<file path="config.mk">
export PLATFORM = sky130hd
export DESIGN_NAME = gshare_predictor_flat
export DESIGN_NICKNAME = d
export VERILOG_FILES = /design/src/rtl/gshare_predictor_pkg.sv /design/src/rtl/gshare_predictor_if.sv /design/src/rtl/gshare_predictor_sat_counter_update.sv /design/src/rtl/gshare_predictor.sv /design/src/flat_wrapper.sv
export SDC_FILE = /design/constraint.sdc
export NUM_CORES = 1
export LEC_CHECK = 0
export ABC_AREA = 1
export CELL_PAD_IN_SITES_DETAIL_PLACEMENT = 1
export CELL_PAD_IN_SITES_GLOBAL_PLACEMENT = 2
export CORE_MARGIN = 2
export CORE_UTILIZATION = 35
export DETAILED_ROUTE_END_ITERATION = 12
export GPL_TIMING_DRIVEN = 0
export PLACE_DENSITY = 0.79
export SLEW_MARGIN = 0
export SYNTH_ARGS = -nofsm -noshare
export SYNTH_HDL_FRONTEND = slang
export SYNTH_SLANG_ARGS = --single-unit
</file>
<file path="constraint.sdc">
create_clock -name clk -period 9.3 [get_ports clk]
set_clock_uncertainty 0.05 [all_clocks]
set_input_delay 2.325 -clock clk [delete_from_list [all_inputs] [get_ports clk]]
set_output_delay 2.325 -clock clk [all_outputs]
set_load 0.005 [all_outputs]
</file>
<file path="src/rtl/gshare_predictor_pkg.sv">
// gshare_predictor_pkg: opcodes, default sizes and immediate decoders shared by the predictor
package gshare_predictor_pkg;
  localparam logic [6:0] OP_B_TYPE = 7'b1100011;
  localparam logic [6:0] OP_JAL = 7'b1101111;
  localparam int PHT_IDX_W_DEF = 7;
  localparam int GHR_W_DEF = 6;
  function automatic logic [31:0] b_imm(input logic [31:0] i);
    return {{20{i[31]}}, i[7], i[30:25], i[11:8], 1'b0};
  endfunction
  function automatic logic [31:0] j_imm(input logic [31:0] i);
    return {{12{i[31]}}, i[19:12], i[20], i[30:21], 1'b0};
  endfunction
endpackage

</file>
<file path="src/rtl/gshare_predictor_if.sv">
// gshare_predictor_if: fetch-side predict and ROB-side commit signals of the predictor
interface gshare_predictor_if #(parameter int GHR_W = 6);
  localparam int GW = GHR_W > 0 ? GHR_W : 1;
  logic if_valid;
  logic [31:0] if_pc;
  logic [31:0] if_inst;
  logic predict_res;
  logic [31:0] predict_pc;
  logic [GW-1:0] predict_ghr;
  logic ROB_valid;
  logic [31:0] commit_pc;
  logic [GW-1:0] commit_ghr;
  logic real_result;
  logic commit_mispredict;
  modport master (
    output if_valid, if_pc, if_inst, ROB_valid, commit_pc, commit_ghr, real_result, commit_mispredict,
    input predict_res, predict_pc, predict_ghr
  );
  modport slave (
    input if_valid, if_pc, if_inst, ROB_valid, commit_pc, commit_ghr, real_result, commit_mispredict,
    output predict_res, predict_pc, predict_ghr
  );
endinterface

</file>
<file path="src/rtl/gshare_predictor_sat_counter_update.sv">
// sat_counter_update: next value of a saturating up/down counter
module sat_counter_update #(parameter int CNT_W = 2) (
  input  logic [CNT_W-1:0] cnt_i,
  input  logic             taken_i,
  output logic [CNT_W-1:0] cnt_o
);
  assign cnt_o = taken_i ? (&cnt_i ? cnt_i : cnt_i + 1'b1) : (|cnt_i ? cnt_i - 1'b1 : cnt_i);
endmodule

</file>
<file path="src/rtl/gshare_predictor.sv">
// gshare_predictor: PHT of saturating counters indexed by PC xor speculative global history
module gshare_predictor
  import gshare_predictor_pkg::*;
#(
  parameter int PHT_IDX_W = PHT_IDX_W_DEF,
  parameter int CNT_W = 2,
  parameter int GHR_W = GHR_W_DEF,
  parameter int USE_GHR = 1
) (
  input logic clk,
  input logic rst,
  input logic rdy,
  gshare_predictor_if.slave bp
);
  localparam int N = 1 << PHT_IDX_W;
  localparam int GW = GHR_W > 0 ? GHR_W : 1;
  localparam logic [CNT_W-1:0] WNT = CNT_W'((1 << (CNT_W - 1)) - 1);
  logic [CNT_W-1:0] pht_q [N];
  logic [CNT_W-1:0] cnt_d;
  logic [GW-1:0] ghr_q, ghr_d;
  logic [PHT_IDX_W-1:0] fidx, cidx;
  logic is_b, is_jal, taken;
  assign fidx = bp.if_pc[PHT_IDX_W+1:2] ^ (USE_GHR != 0 ? PHT_IDX_W'(ghr_q) : '0);
  assign cidx = bp.commit_pc[PHT_IDX_W+1:2] ^ (USE_GHR != 0 ? PHT_IDX_W'(bp.commit_ghr) : '0);
  assign is_b = bp.if_inst[6:0] == OP_B_TYPE;
  assign is_jal = bp.if_inst[6:0] == OP_JAL;
  assign taken = pht_q[fidx][CNT_W-1];
  assign bp.predict_res = is_b ? taken : is_jal;
  assign bp.predict_pc = bp.if_pc + (is_b && taken ? b_imm(bp.if_inst) : is_jal ? j_imm(bp.if_inst) : 32'd4);
  assign bp.predict_ghr = ghr_q;
  sat_counter_update #(.CNT_W(CNT_W)) u_cnt (
    .cnt_i(pht_q[cidx]),
    .taken_i(bp.real_result),
    .cnt_o(cnt_d)
  );
  // a mispredict rebuilds history from the ROB snapshot and drops the wrong-path fetch shift
  always_comb begin
    ghr_d = bp.ROB_valid && bp.commit_mispredict ? GW'({bp.commit_ghr, bp.real_result}) :
            bp.if_valid && is_b ? GW'({ghr_q, bp.predict_res}) : ghr_q;
  end
  always_ff @(posedge clk) begin
    if (rst) for (int i = 0; i < N; i++) pht_q[i] <= WNT;
    else if (rdy && bp.ROB_valid) pht_q[cidx] <= cnt_d;
  end
  always_ff @(posedge clk) begin
    if (rst) ghr_q <= '0;
    else if (rdy) ghr_q <= GHR_W > 0 ? ghr_d : '0;
  end
endmodule

</file>
<file path="src/flat_wrapper.sv">
// flat-port wrapper written by rule: the top's interface ports become plain ports
module gshare_predictor_flat import gshare_predictor_pkg::*;
#(
  parameter int PHT_IDX_W = PHT_IDX_W_DEF,
  parameter int CNT_W = 2,
  parameter int GHR_W = GHR_W_DEF,
  parameter int USE_GHR = 1
)
  (clk, rst, rdy, bp_if_valid, bp_if_pc, bp_if_inst, bp_ROB_valid, bp_commit_pc, bp_commit_ghr, bp_real_result, bp_commit_mispredict, bp_predict_res, bp_predict_pc, bp_predict_ghr);
  gshare_predictor_if #(.GHR_W(GHR_W)) bp_i ();
  input logic clk;
  input logic rst;
  input logic rdy;
  input wire logic [$bits(bp_i.if_valid)-1:0] bp_if_valid;
  input wire logic [$bits(bp_i.if_pc)-1:0] bp_if_pc;
  input wire logic [$bits(bp_i.if_inst)-1:0] bp_if_inst;
  input wire logic [$bits(bp_i.ROB_valid)-1:0] bp_ROB_valid;
  input wire logic [$bits(bp_i.commit_pc)-1:0] bp_commit_pc;
  input wire logic [$bits(bp_i.commit_ghr)-1:0] bp_commit_ghr;
  input wire logic [$bits(bp_i.real_result)-1:0] bp_real_result;
  input wire logic [$bits(bp_i.commit_mispredict)-1:0] bp_commit_mispredict;
  output wire logic [$bits(bp_i.predict_res)-1:0] bp_predict_res;
  output wire logic [$bits(bp_i.predict_pc)-1:0] bp_predict_pc;
  output wire logic [$bits(bp_i.predict_ghr)-1:0] bp_predict_ghr;
  assign bp_i.if_valid = bp_if_valid;
  assign bp_i.if_pc = bp_if_pc;
  assign bp_i.if_inst = bp_if_inst;
  assign bp_i.ROB_valid = bp_ROB_valid;
  assign bp_i.commit_pc = bp_commit_pc;
  assign bp_i.commit_ghr = bp_commit_ghr;
  assign bp_i.real_result = bp_real_result;
  assign bp_i.commit_mispredict = bp_commit_mispredict;
  assign bp_predict_res = bp_i.predict_res;
  assign bp_predict_pc = bp_i.predict_pc;
  assign bp_predict_ghr = bp_i.predict_ghr;
  gshare_predictor #(.PHT_IDX_W(PHT_IDX_W), .CNT_W(CNT_W), .GHR_W(GHR_W), .USE_GHR(USE_GHR)) u_core (.clk(clk), .rst(rst), .rdy(rdy), .bp(bp_i));
endmodule
</file>
==> impl_metrics.env <==
export IMPL_preCtsSetupSlack_ps=-2390
export IMPL_synthCells=2309
export IMPL_final_layout_size_suffix_gt1_share_pct=12.9
export IMPL_finalMaxSlewViolations=0
export IMPL_antenna_left=0
export IMPL_first_global_vias=17500
export IMPL_routedWlPerCell_um=25.9
export IMPL_setup_slack_ps=188
export IMPL_synth_edf_count=256
export IMPL_grt_pass1_wl_um=117000
export IMPL_wl_met1_um=34400
export IMPL_avgSynthCellArea_um2=7.50
export IMPL_relSlewSlack_pct=2.62
export IMPL_design_area_um2=21200
export IMPL_routabilityCongestion=0.983
export IMPL_syn_area_um2=17300
export IMPL_hold_viol=0
export IMPL_cts_buffers=34
export IMPL_num_nets_final=2628
export IMPL_path_common_cell="nand3_1"
export IMPL_post_dp_cell_area_um2=19400
export IMPL_hp_class="reg -> reg"
export IMPL_core_region_area_um2=49000
export IMPL_drt_first_iter_violations=1503
export IMPL_power_density_nw_per_um2=164
export IMPL_drcViolationCount=0
export IMPL_r2r_end="u_core.pht_q[7][0]"
export IMPL_io_buffers=121
export IMPL_die_y_um=226
export IMPL_ys_ff_latch=262
export IMPL_finalNonFillerCells=3171
export IMPL_worstHoldStart="u_core.bp.predict_ghr[3]"
export IMPL_clk_pin_slew_ps=60
export IMPL_dr_max_layer_used="met4"
export IMPL_r2r_start="u_core.pht_q[77][1]"
export IMPL_cts_tree="yes"
export IMPL_dp_hpwl_um=58100
export IMPL_status="finished clean"
export IMPL_final_setup_viol_count=0
export IMPL_worstHoldPathCells=2
export IMPL_vdd_drop_max_mv=0.102
export IMPL_clk_latency_ps=550
export IMPL_min_period_ps=9110
export IMPL_io_pins=148
export IMPL_via_count=17300
export IMPL_std_cell_rows=81
export IMPL_clock_sinks=262
export IMPL_initial_utilization_pct=35.4
export IMPL_cp_max_fo=10
export IMPL_cpLargestDelayFamily="buffers and inverters"
export IMPL_dieArea_um2=51300
export IMPL_synthArstFlopShare_pct=0
export IMPL_wl_met3_um=7300
export IMPL_synth_nets=2450
export IMPL_ys_warn_count=0
export IMPL_synth_main_ff_cell="edfxtp_1"
export IMPL_synth_cell_type_count=46
export IMPL_critPathCaptureType="primary output"
export IMPL_grt_overflow=0
export IMPL_crit_buf_inv=10
export IMPL_finalCritPeriodShare_pct=98.0
export IMPL_drt_wl_total_um=82100
export IMPL_die_x_um=226
export IMPL_max_stage_delay_ps=530
export IMPL_grt_max_degree=12
export IMPL_min_to="u_core.bp.predict_ghr[4]"
export IMPL_vias_per_cell=5.44
export IMPL_p_leak_nw=8.26
export IMPL_reg2reg_depth=14
export IMPL_seq_area_frac_synth_pct=45.1
export IMPL_first_pass_iters=6
export IMPL_worst_path_max_delay_cell="clkdlybuf4s50_1"
export IMPL_rsz0062_at_grt="true"
export IMPL_start_kind="primary input"
export IMPL_rrSetupSlack_ps=6210
export IMPL_track_usage_pct=32.1
export IMPL_fin_tns_setup_ps=0
export IMPL_max_freq_ghz=0.110
export IMPL_cts_root_buf="clkbuf_16"
export IMPL_dp_cells=3095
export IMPL_cts_max_level=2
export IMPL_critPathArrivalTime_ps=6740
export IMPL_met2_length_um=36700
export IMPL_worstMarginPinSlew_ps=1460
export IMPL_antennaDiodeCount=0
export IMPL_timing_worst_setup_path_type="in -> out"
export IMPL_required_ps=6930
export IMPL_antenna_found_initial=3
export IMPL_cts_buffer_depth=3
export IMPL_area_growth_pct=22.2
export IMPL_drv_cap=0
[cell usage after synthesis (2+ instances only)]
cell | n | area (µm²)
o21a_1 | 4 | 30.0
xnor2_2 | 2 | 32.5
o21ai_0 | 66 | 330
a21oi_1 | 87 | 435
xor2_1 | 18 | 158
nand2_1 | 543 | 2040
nand3_2 | 4 | 40.0
a21o_1 | 2 | 15.0
nor3_1 | 8 | 40.0
nand3_4 | 4 | 70.1
a21boi_0 | 2 | 15.0
buf_6 | 13 | 146
o211ai_1 | 2 | 15.0
o22ai_1 | 3 | 18.8
o21ai_1 | 4 | 20.0
ha_1 | 31 | 388
nand3_1 | 283 | 1420
a221oi_1 | 2 | 17.5
a31oi_1 | 9 | 56.3
or2_2 | 2 | 12.5
inv_2 | 8 | 30.0
nand4_1 | 17 | 106
buf_4 | 9 | 67.6
a22oi_1 | 15 | 113
a22o_1 | 4 | 35.0
dfxtp_1 | 6 | 120
nor2_1 | 328 | 1230
inv_1 | 354 | 1330
xnor2_1 | 18 | 158
buf_2 | 40 | 200
o21bai_1 | 2 | 15.0
clkbuf_1 | 51 | 191
edfxtp_1 | 256 | 7690
nor2_2 | 100 | 626
[through the flow]
step | total power [mW] | util (%) | hold slack, ps
finish | 3.48 | 43.3 | 516
global route | 3.55 | 43.3 | 545
CTS | 3.46 | 42.9 | 519
detailed placement | 2.13 | 39.6 | 502
global placement | 2.12 | 39.6 | 472
floorplan | 1.77 | - | 453
[worst max-delay path by stage]
stage | from | endpoint | cells past startpoint
after floorplan | bp_if_pc[2] | bp_predict_pc[31] | 28
after global placement | bp_if_pc[5] | bp_predict_pc[31] | 23
after detailed placement | bp_if_pc[4] | bp_predict_pc[31] | 26
after CTS | bp_if_pc[2] | bp_predict_pc[30] | 32
after global routing | bp_if_pc[2] | bp_predict_pc[24] | 30
final | bp_if_pc[4] | bp_predict_pc[17] | 27
[state kept, by name, summed over array words and instances (netlist names)]
register / cells
u_core.pht_q: 256
u_core.bp.predict_ghr: 6
[cell usage in the layout, fill, tap and decap left out, types with 26 or more instances in the layout]
cell type          n
buf_4             26
nand3_1          270
clkdlybuf4s50_1  112
nor2_1           327
clkbuf_1          32
edfxtp_1         256
ha_1              26
a21oi_1           80
inv_1            349
nor2_2           101
clkbuf_16         40
nand2_1          537
buf_2             39
o21ai_0           59
[cells by family after synthesis]
kind of cell             after synthesis  share of synthesized area (%)
AO/OA/AOI/OAI                        204                           6.54
XOR/XNOR                              40                           2.26
adder cells (fa/ha/maj)               32                           2.35
buffers and inverters                476                           11.4
flip-flops                           262                           45.1
AND/OR/NAND/NOR                     1295                           32.4
[worst reg2reg max path, stage by stage, from the launching register on]
cell	delay [ps]
edfxtp_1	420
nand2_1	90
o21ai_0	80
nand2_1	70
a21oi_1	110
o21ai_0	440
nand2_1	100
nor2_1	130
nor2_1	60
nor2_1	140
nand3_1	130
nand2_1	110
buf_2	400
buf_2	380
nand3_1	130
[power by group]
part	leakage (nW)	switching, mW	internal, mW
Clock	0.519	0.538	0.769
Combinational	5.40	0.597	0.238
Sequential	2.35	0.0149	1.32
Total	8.26	1.15	2.33
[final cells by class]
| cell class | instances | area [µm²] |
|---|---|---|
| Buffer | 112 | 832 |
| Clock buffer | 40 | 937 |
| Clock inverter | 16 | 126 |
| Fill cell | 6004 | 27800 |
| Inverter | 363 | 1370 |
| Multi-Input combinational cell | 1571 | 7840 |
| Sequential cell | 262 | 7810 |
| Tap cell | 664 | 831 |
| Timing Repair Buffer | 143 | 1430 |
[layer usage]
layer / global-route usage, % / vias to the layer above
met2: 50.9 / 714
met5: 0 / -
met1: 42.6 / 8609
met3: 6.60 / 182
li1: - / 7760
met4: 13.5 / 0
[what timing repair did]
| action | 4_1_cts | 5_1_grt |
|---|---|---|
| setup endpoints to repair | 31 | 13 |
| buffers inserted | 15 | 5 |
| hold endpoints to repair | 0 | 0 |
| hold buffers | 0 | 0 |
| cloned | 0 | 1 |
| pin swaps | 6 | 7 |
| gates resized for setup | 114 | 39 |
Note: power is estimated with default switching activity, not from simulation.
